$ cat config.mk
export PLATFORM = sky130hd
export DESIGN_NAME = elevator_controller
export DESIGN_NICKNAME = d
export VERILOG_FILES = /design/src/rtl/elevator_controller.sv
export SDC_FILE = /design/constraint.sdc
export NUM_CORES = 1
export LEC_CHECK = 0
export BUFFER_PORTS_ARGS = -buffer_cell sky130_fd_sc_hd__buf_4
export CORE_AREA = 3 3 54 56
export CTS_CLUSTER_SIZE = 12
export DETAILED_ROUTE_END_ITERATION = 10
export DIE_AREA = 0 0 57 59
export PLACE_DENSITY_LB_ADDON = 0.2
export REMOVE_ABC_BUFFERS = 1
export SYNTH_ARGS = -nofsm -noshare
export SYNTH_HDL_FRONTEND = slang
export SYNTH_SLANG_ARGS = --single-unit
$ cat constraint.sdc
create_clock -name clk -period 2.2 [get_ports clk]
set_input_delay 0.44 -clock clk [delete_from_list [all_inputs] [get_ports clk]]
set_output_delay 0.44 -clock clk [all_outputs]
set_load 0.02 [all_outputs]
$ cat src/rtl/elevator_controller.sv
// SCAN car-motion controller: consumes latched floor requests, moves one floor per
// TRAVEL_CYCLES (+1 arrive cycle), holds the door DOOR_CYCLES and clears served requests.
module elevator_controller #(
   parameter int unsigned FLOORS        = 8,
   parameter int unsigned TRAVEL_CYCLES = 16,
   parameter int unsigned DOOR_CYCLES   = 32
) (
   input  logic                      clk,
   input  logic                      reset,
   input  logic [FLOORS-1:0]         req,
   input  logic                      req_flag,
   output logic [FLOORS-1:0]         clr,
   output logic [$clog2(FLOORS)-1:0] floor,
   output logic                      dir_up,
   output logic                      moving,
   output logic                      door_open
);

   localparam int unsigned FW   = $clog2(FLOORS);
   localparam int unsigned TMAX = (TRAVEL_CYCLES > DOOR_CYCLES) ? TRAVEL_CYCLES : DOOR_CYCLES;
   localparam int unsigned TW   = $clog2(TMAX + 1);

   typedef enum logic [1:0] {
      IDLE,
      MOVE,
      ARRIVE,
      DOOR
   } state_t;

   state_t            state_q, state_d;
   logic [FW-1:0]     floor_q, floor_d;
   logic              dir_up_q, dir_up_d;
   logic              moving_q, moving_d;
   logic              door_open_q, door_open_d;
   logic [FLOORS-1:0] clr_q, clr_d;
   logic [TW-1:0]     timer_q, timer_d;

   logic [FLOORS-1:0] above_mask, below_mask, here_onehot;
   logic              here, any_above, any_below, ahead, behind;

   always_comb begin
      above_mask  = '0;
      below_mask  = '0;
      here_onehot = '0;
      for (int unsigned i = 0; i < FLOORS; i++) begin
         if (i > 32'(floor_q)) above_mask[i] = 1'b1;
         if (i < 32'(floor_q)) below_mask[i] = 1'b1;
         if (i == 32'(floor_q)) here_onehot[i] = 1'b1;
      end
      here      = |(req & here_onehot);
      any_above = |(req & above_mask);
      any_below = |(req & below_mask);
      ahead     = dir_up_q ? any_above : any_below;
      behind    = dir_up_q ? any_below : any_above;
   end

   always_comb begin
      state_d     = state_q;
      floor_d     = floor_q;
      dir_up_d    = dir_up_q;
      moving_d    = 1'b0;
      door_open_d = 1'b0;
      clr_d       = '0;
      timer_d     = '0;

      unique case (state_q)
         IDLE, ARRIVE: begin
            // IDLE waits for the pending flag; ARRIVE decides on req alone.
            if ((state_q == ARRIVE) || (req_flag && (req != '0))) begin
               if (here) begin
                  state_d     = DOOR;
                  door_open_d = 1'b1;
                  clr_d       = here_onehot;
               end else if (ahead) begin
                  state_d  = MOVE;
                  moving_d = 1'b1;
               end else if (behind) begin
                  state_d  = MOVE;
                  moving_d = 1'b1;
                  dir_up_d = ~dir_up_q;
               end else begin
                  state_d = IDLE;
               end
            end
         end
         MOVE: begin
            if (timer_q == TW'(TRAVEL_CYCLES - 1)) begin
               state_d = ARRIVE;
               floor_d = dir_up_q ? floor_q + FW'(1) : floor_q - FW'(1);
            end else begin
               timer_d  = timer_q + TW'(1);
               moving_d = 1'b1;
            end
         end
         DOOR: begin
            if (timer_q == TW'(DOOR_CYCLES - 1)) begin
               state_d = IDLE;
            end else begin
               timer_d     = timer_q + TW'(1);
               door_open_d = 1'b1;
               clr_d       = here_onehot;
            end
         end
         default: state_d = IDLE;
      endcase
   end

   always_ff @(posedge clk) begin
      if (reset) begin
         state_q     <= IDLE;
         floor_q     <= '0;
         dir_up_q    <= 1'b1;
         moving_q    <= 1'b0;
         door_open_q <= 1'b0;
         clr_q       <= '0;
         timer_q     <= '0;
      end else begin
         state_q     <= state_d;
         floor_q     <= floor_d;
         dir_up_q    <= dir_up_d;
         moving_q    <= moving_d;
         door_open_q <= door_open_d;
         clr_q       <= clr_d;
         timer_q     <= timer_d;
      end
   end

   assign clr       = clr_q;
   assign floor     = floor_q;
   assign dir_up    = dir_up_q;
   assign moving    = moving_q;
   assign door_open = door_open_q;

endmodule

Yosys cells after proc, flatten, opt, wreduce, memory -nomap -nowiden
Cells that the tools add are included.
- bitwise gates (word level): 6
- muxes and demuxes: 49
- $lt $le $gt $ge: 14
- multipliers: 0
- add/sub/neg operators: 3
- equality and inequality tests: 15
- divide/modulo/power cells: 0
- reduce and logical (&&, ||, !) cells: 12
- shifts and indexed selects: 0
- operator list (operator ; count):
    2-to-1 mux 1 bit ; 34
    2-to-1 mux 8 bit ; 3
    OR reduction 8 bit ; 3
    bitwise AND 8 bit ; 2
    case mux 8 bit (2 select lines) ; 1
    == test 3 bit, first input constant ; 4
    greater-than comparator 3 bit, first input constant ; 4
    2-to-1 mux 6 bit ; 2
    case mux 6 bit (2 select lines) ; 1
    less-than comparator 3 bit, first input constant ; 3
    bitwise AND 8 x 7 -> 8 bit ; 1
    2-to-1 mux 2 bit ; 4
    nonzero test 8 bit ; 1
    adder 6 x 1 -> 6 bit, second input constant ; 1
    == test 2 x 3 -> 1 bit, first input constant ; 2
    == test 6 x 4 -> 1 bit, second input constant ; 1
    == test 6 x 5 -> 1 bit, second input constant ; 1
    greater-than comparator 2 x 3 -> 1 bit, first input constant ; 2
    less-than comparator 1 x 3 -> 1 bit, first input constant ; 2
    less-than comparator 2 x 3 -> 1 bit, first input constant ; 2
    inequality test 2 bit, second input constant ; 3
    case mux 2 bit (3 select lines) ; 1
    AND reduction 5 bit ; 1
    == test 2 bit, second input constant ; 2
    15 further kinds ; 18
- word-level logic and storage cells: 106
- bits in latches: 0
- memories: 0
- bits in writable memories: 0
- ROM bits: 0
- register bits after elaboration: 22

Depth between registers and ports, before layout
- depth in word-level cells: 10
- depth in mapped cells: 8

Worst setup path after synthesis
Ideal clock, no wire load.
- kind: register -> register
- start point: register floor_q[1], in the netlist floor[1]
- end point: register clr_q[0], in the netlist clr[0]
- cell stages (with the launch flop): 9
- period minus slack after synthesis: 2.183 ns
- path buffers: 1
- arrival: 2.054 ns
- path slack: 0.017 ns
- cell sequence: dfxtp_1 buf_2 inv_1 ha_1 a22o_1 a311oi_1 o21ai_1 a32oi_4 nor3b_1
- longest elaborated chain between the ends: 7
- ends and longest elaborated chain (what ; RTL line ; source):
    from (decl) ; 31 ; logic [FW-1:0] floor_q, floor_d;
    from (signal assigned) ; 119 ; floor_q <= floor_d;
    == test 1 x 3 -> 1 bit (tied with other cells) ; 48 ; if (i == 32'(floor_q)) here_onehot[i] = 1'b1;
    2-to-1 mux 1 bit ; 48 ;
    bitwise AND 8 bit ; 50 ; here = |(req & here_onehot);
    OR reduction 8 bit ; 50 ;
    2-to-1 mux 8 bit ; 70 ; if (here) begin
    2-to-1 mux 8 bit ; 69 ; if ((state_q == ARRIVE) || (req_flag && (req != '0))) begin
    case mux 8 bit (2 select lines) (*) ; 66 ; unique case (state_q)
    to (signal assigned) ; 123 ; clr_q <= clr_d;
    to (decl) ; 35 ; logic [FLOORS-1:0] clr_q, clr_d;
Every way passes the cells marked *; elsewhere a longest branch is shown, timed or not.
A chain may end at the register's enable or synchronous reset.

Worst setup path in the final report
- start point: register floor_q[0], in the netlist floor[0]
- end point: register clr_q[4], in the netlist clr[4]
Same word-level chain as after synthesis.

==> key figures <==
Outcome
  • Outcome: finished, final reports clean

Cells and area
  • Leading cell type in the layout, fill and taps excluded: buf_4
  • Post-layout nets: 179
  • Finished Core Util: 0.601
  • Diode count: 0
  • Share of cells above drive strength 1: 0.256
  • Most frequent cells in the layout: 29 x buf_4, 22 x dfxtp_1, 12 x nor2_1
  • Filler Cells Inserted: 231
  • Synth-to-Final Area Change: 23.6%
  • Final Instance Area: 0.00149 mm^2

Clock tree
  • Root Buffer: clkbuf_4
  • Postcts setup bufs: 0
  • CTS sink count: 22
  • Clk_lat worst skew: 0.31 ns
  • CTS tree: yes
  • H-tree depth: 1
  • TritonCTS buffer count: 3
  • CTS Buffer Depth: 2
  • Clock-pin transition on the worst setup and hold timing paths: 0.12 ns
  • Hold_buf cts: 0
  • Post-cts resize count: 0

Placed design
  • DP Worst Slack: 0.0959 ns
  • HPWL after detailed placement: 1990 um
  • Buffers on Ports: 24
  • Post-DP Area: 0.00143 mm^2
  • Final GP Congestion: 0.869

Global routing
  • GRT Residual Overflow: 0
  • First-pass GRT wire length: 4570 um
  • GRT Resource Usage Total: 0.174
  • Number of global-route vias before repair: 1,000
  • Initial antenna violation count: 0
  • Largest net degree at the start of global routing: 13

Route
  • Routed Antenna Nets: 0
  • DRT Wirelength: 2780 um
  • WL/cell: 14.6 um
  • Via count: 1,103
  • # DRC: 0
  • Pre-antenna DRT Iters: 4
  • Iteration-0 DRC Markers: 59
  • Via density: 5.81

Setup path
  • R2R Path Start: floor[0]
  • End of the worst register-to-register path: clr[4]
  • Reg2reg setup slack: 0.18 ns
  • R2r worst-path depth: 7
  • Critical Path Fanout Max: 6
  • WP data required: 2.40 ns
  • Worst Setup End Kind: flop
  • Worst path slowest cell: dfxtp_1
  • CP max stage delay: 0.46 ns
  • Crit path DAT: 2.22 ns
  • Crit Path Category: flop to flop
  • Crit path cell chain: inv_1 > ha_1 > a22o_1 > a311oi_2 > o21ai_2 > a32oi_4 > nor3b_1
  • CP startpoint kind: flop

Floorplanning
  • Row cnt: 18
  • Die ar.: 0.00336 mm^2
  • Initial Utilization: 0.486
  • Core area: 0.00248 mm^2
  • Die width: 57 um
  • Num ports: 25
  • Die height: 59 um

Pwr
  • Worst vdd ir: 0.360 mV
  • PD cells: 498 mW/mm^2
  • Leakage: 0.585 nW

Run
  • Max-Cap Viols: 0

Timing
  • Hold Slack: 0.347 ns
  • Final Hold Viols: 0
  • Period minus WS final: 2.02 ns
  • Slew Limit Fails: 0
  • Slew @ Worst Pin: 0.569 ns
  • Final period util: 0.919
  • Setup violations, final: 0
  • Rel. slew slack: 0.617
  • Highest clock rate: 494 MHz
  • RSZ-0062 raised after global routing: no
  • Final Skew: 0.00473 ns
  • Setup TNS: 0 ns
  • Final setup margin: 0.177 ns

Synthesis
  • #FFs+latches synth: 22
  • Synth Instances: 132
  • Ys async rst share: 0
  • Post-synth EDFFs: 0
  • Register area share after synthesis: 0.366
  • Post-synthesis cell type count: 43
  • Synth warn: 0
  • Synthesized area: 0.00120 mm^2
  • Top_reg_cell synth: dfxtp_1
  • Synth Area per Inst: 9.13 um^2

Min path
  • Worst hold start: reset
  • Hold-critical path endpoint: floor[0]
  • Min-Delay Path Depth: 2
  • Min-Delay Path Class: primary input to flop
kinds of logic (layout without fill, tap and decap cells):
kind of cell,count (synthesis),after routing,synth area share
and+or+nand+nor,48,48,0.230
adders and majority gates,7,7,0.0727
DFF,22,22,0.366
muxes,2,2,0.0177
xor gates and xnor gates,6,6,0.0436
buffers and inverters,13,40,0.0498
AOI/OAI and AO/OA,34,35,0.221
stage by stage:
step	power, mW	cells
3_5_place_dp	0.523	185
5_1_grt	0.788	190
4_1_cts	0.746	189
3_3_place_gp	0.522	185
6_report	0.742	190
2_1_floorplan	0.481	126
power breakdown:
part           leakage (nW)  switching (mW)  internal (mW)
sequential            0.178          0.0117          0.410
clock                0.0210           0.120          0.101
combinational         0.386          0.0520         0.0471
total                 0.585           0.184          0.558
routing by layer:
metal | wire length, um | vias up | GRT usage
li1 | - | 542 | -
met3 | 158 | 7 | 0.0283
met5 | 0 | - | 0
met4 | 46 | 0 | 0.0828
met1 | 1290 | 519 | 0.231
met2 | 1280 | 35 | 0.276
worst max-delay path: cells and delay by family (launching register included):
kind | cells | cell delay, ns
and+or+nand+nor | 1 | 0.09
buffers and inverters | 1 | 0.09
AOI/OAI and AO/OA | 4 | 1.03
DFF | 1 | 0.46
adders and majority gates | 1 | 0.25
state kept, by name (all words and copies together), names as in the netlist:
signal / flops
floor: 3
state_q: 2
timer_q: 6
moving: 1
door_open: 1
clr: 8
dir_up: 1
how the worst max path moves through the flow:
stage	from	end	slack [ns]	depth (start not counted)
after global placement	floor[0]	clr[4]	0.19	7
after detailed placement	floor[0]	clr[2]	0.1	7
after CTS	floor[0]	clr[4]	0.06	7
after floorplan	floor[1]	clr[0]	-0.005	7
after global routing	floor[0]	moving	0.003	7
final	floor[0]	clr[4]	0.18	7
cells in the mapped netlist, types with 4 or more instances:
master | instances | area share
nor3b_1 | 5 | 0.031
o21ai_0 | 4 | 0.017
ha_1 | 7 | 0.073
xnor2_1 | 4 | 0.029
inv_1 | 6 | 0.019
dfxtp_1 | 22 | 0.37
a21oi_1 | 5 | 0.021
nor2_1 | 12 | 0.037
nor2b_1 | 6 | 0.031
nand2b_1 | 6 | 0.031
nand3_1 | 4 | 0.017
nor3_1 | 4 | 0.017
cell type report:
| type | instances | area (um^2) | area share |
|---|---|---|---|
| Multi-Input combinational cell | 98 | 731 | 0.491 |
| Inverter | 7 | 26.3 | 0.0176 |
| Sequential cell | 22 | 440 | 0.296 |
| Tap cell | 30 | 37.5 | 0.0252 |
| Timing Repair Buffer | 29 | 218 | 0.146 |
| Clock buffer | 4 | 36.3 | 0.0244 |
Power figures use the tool's default switching activity.
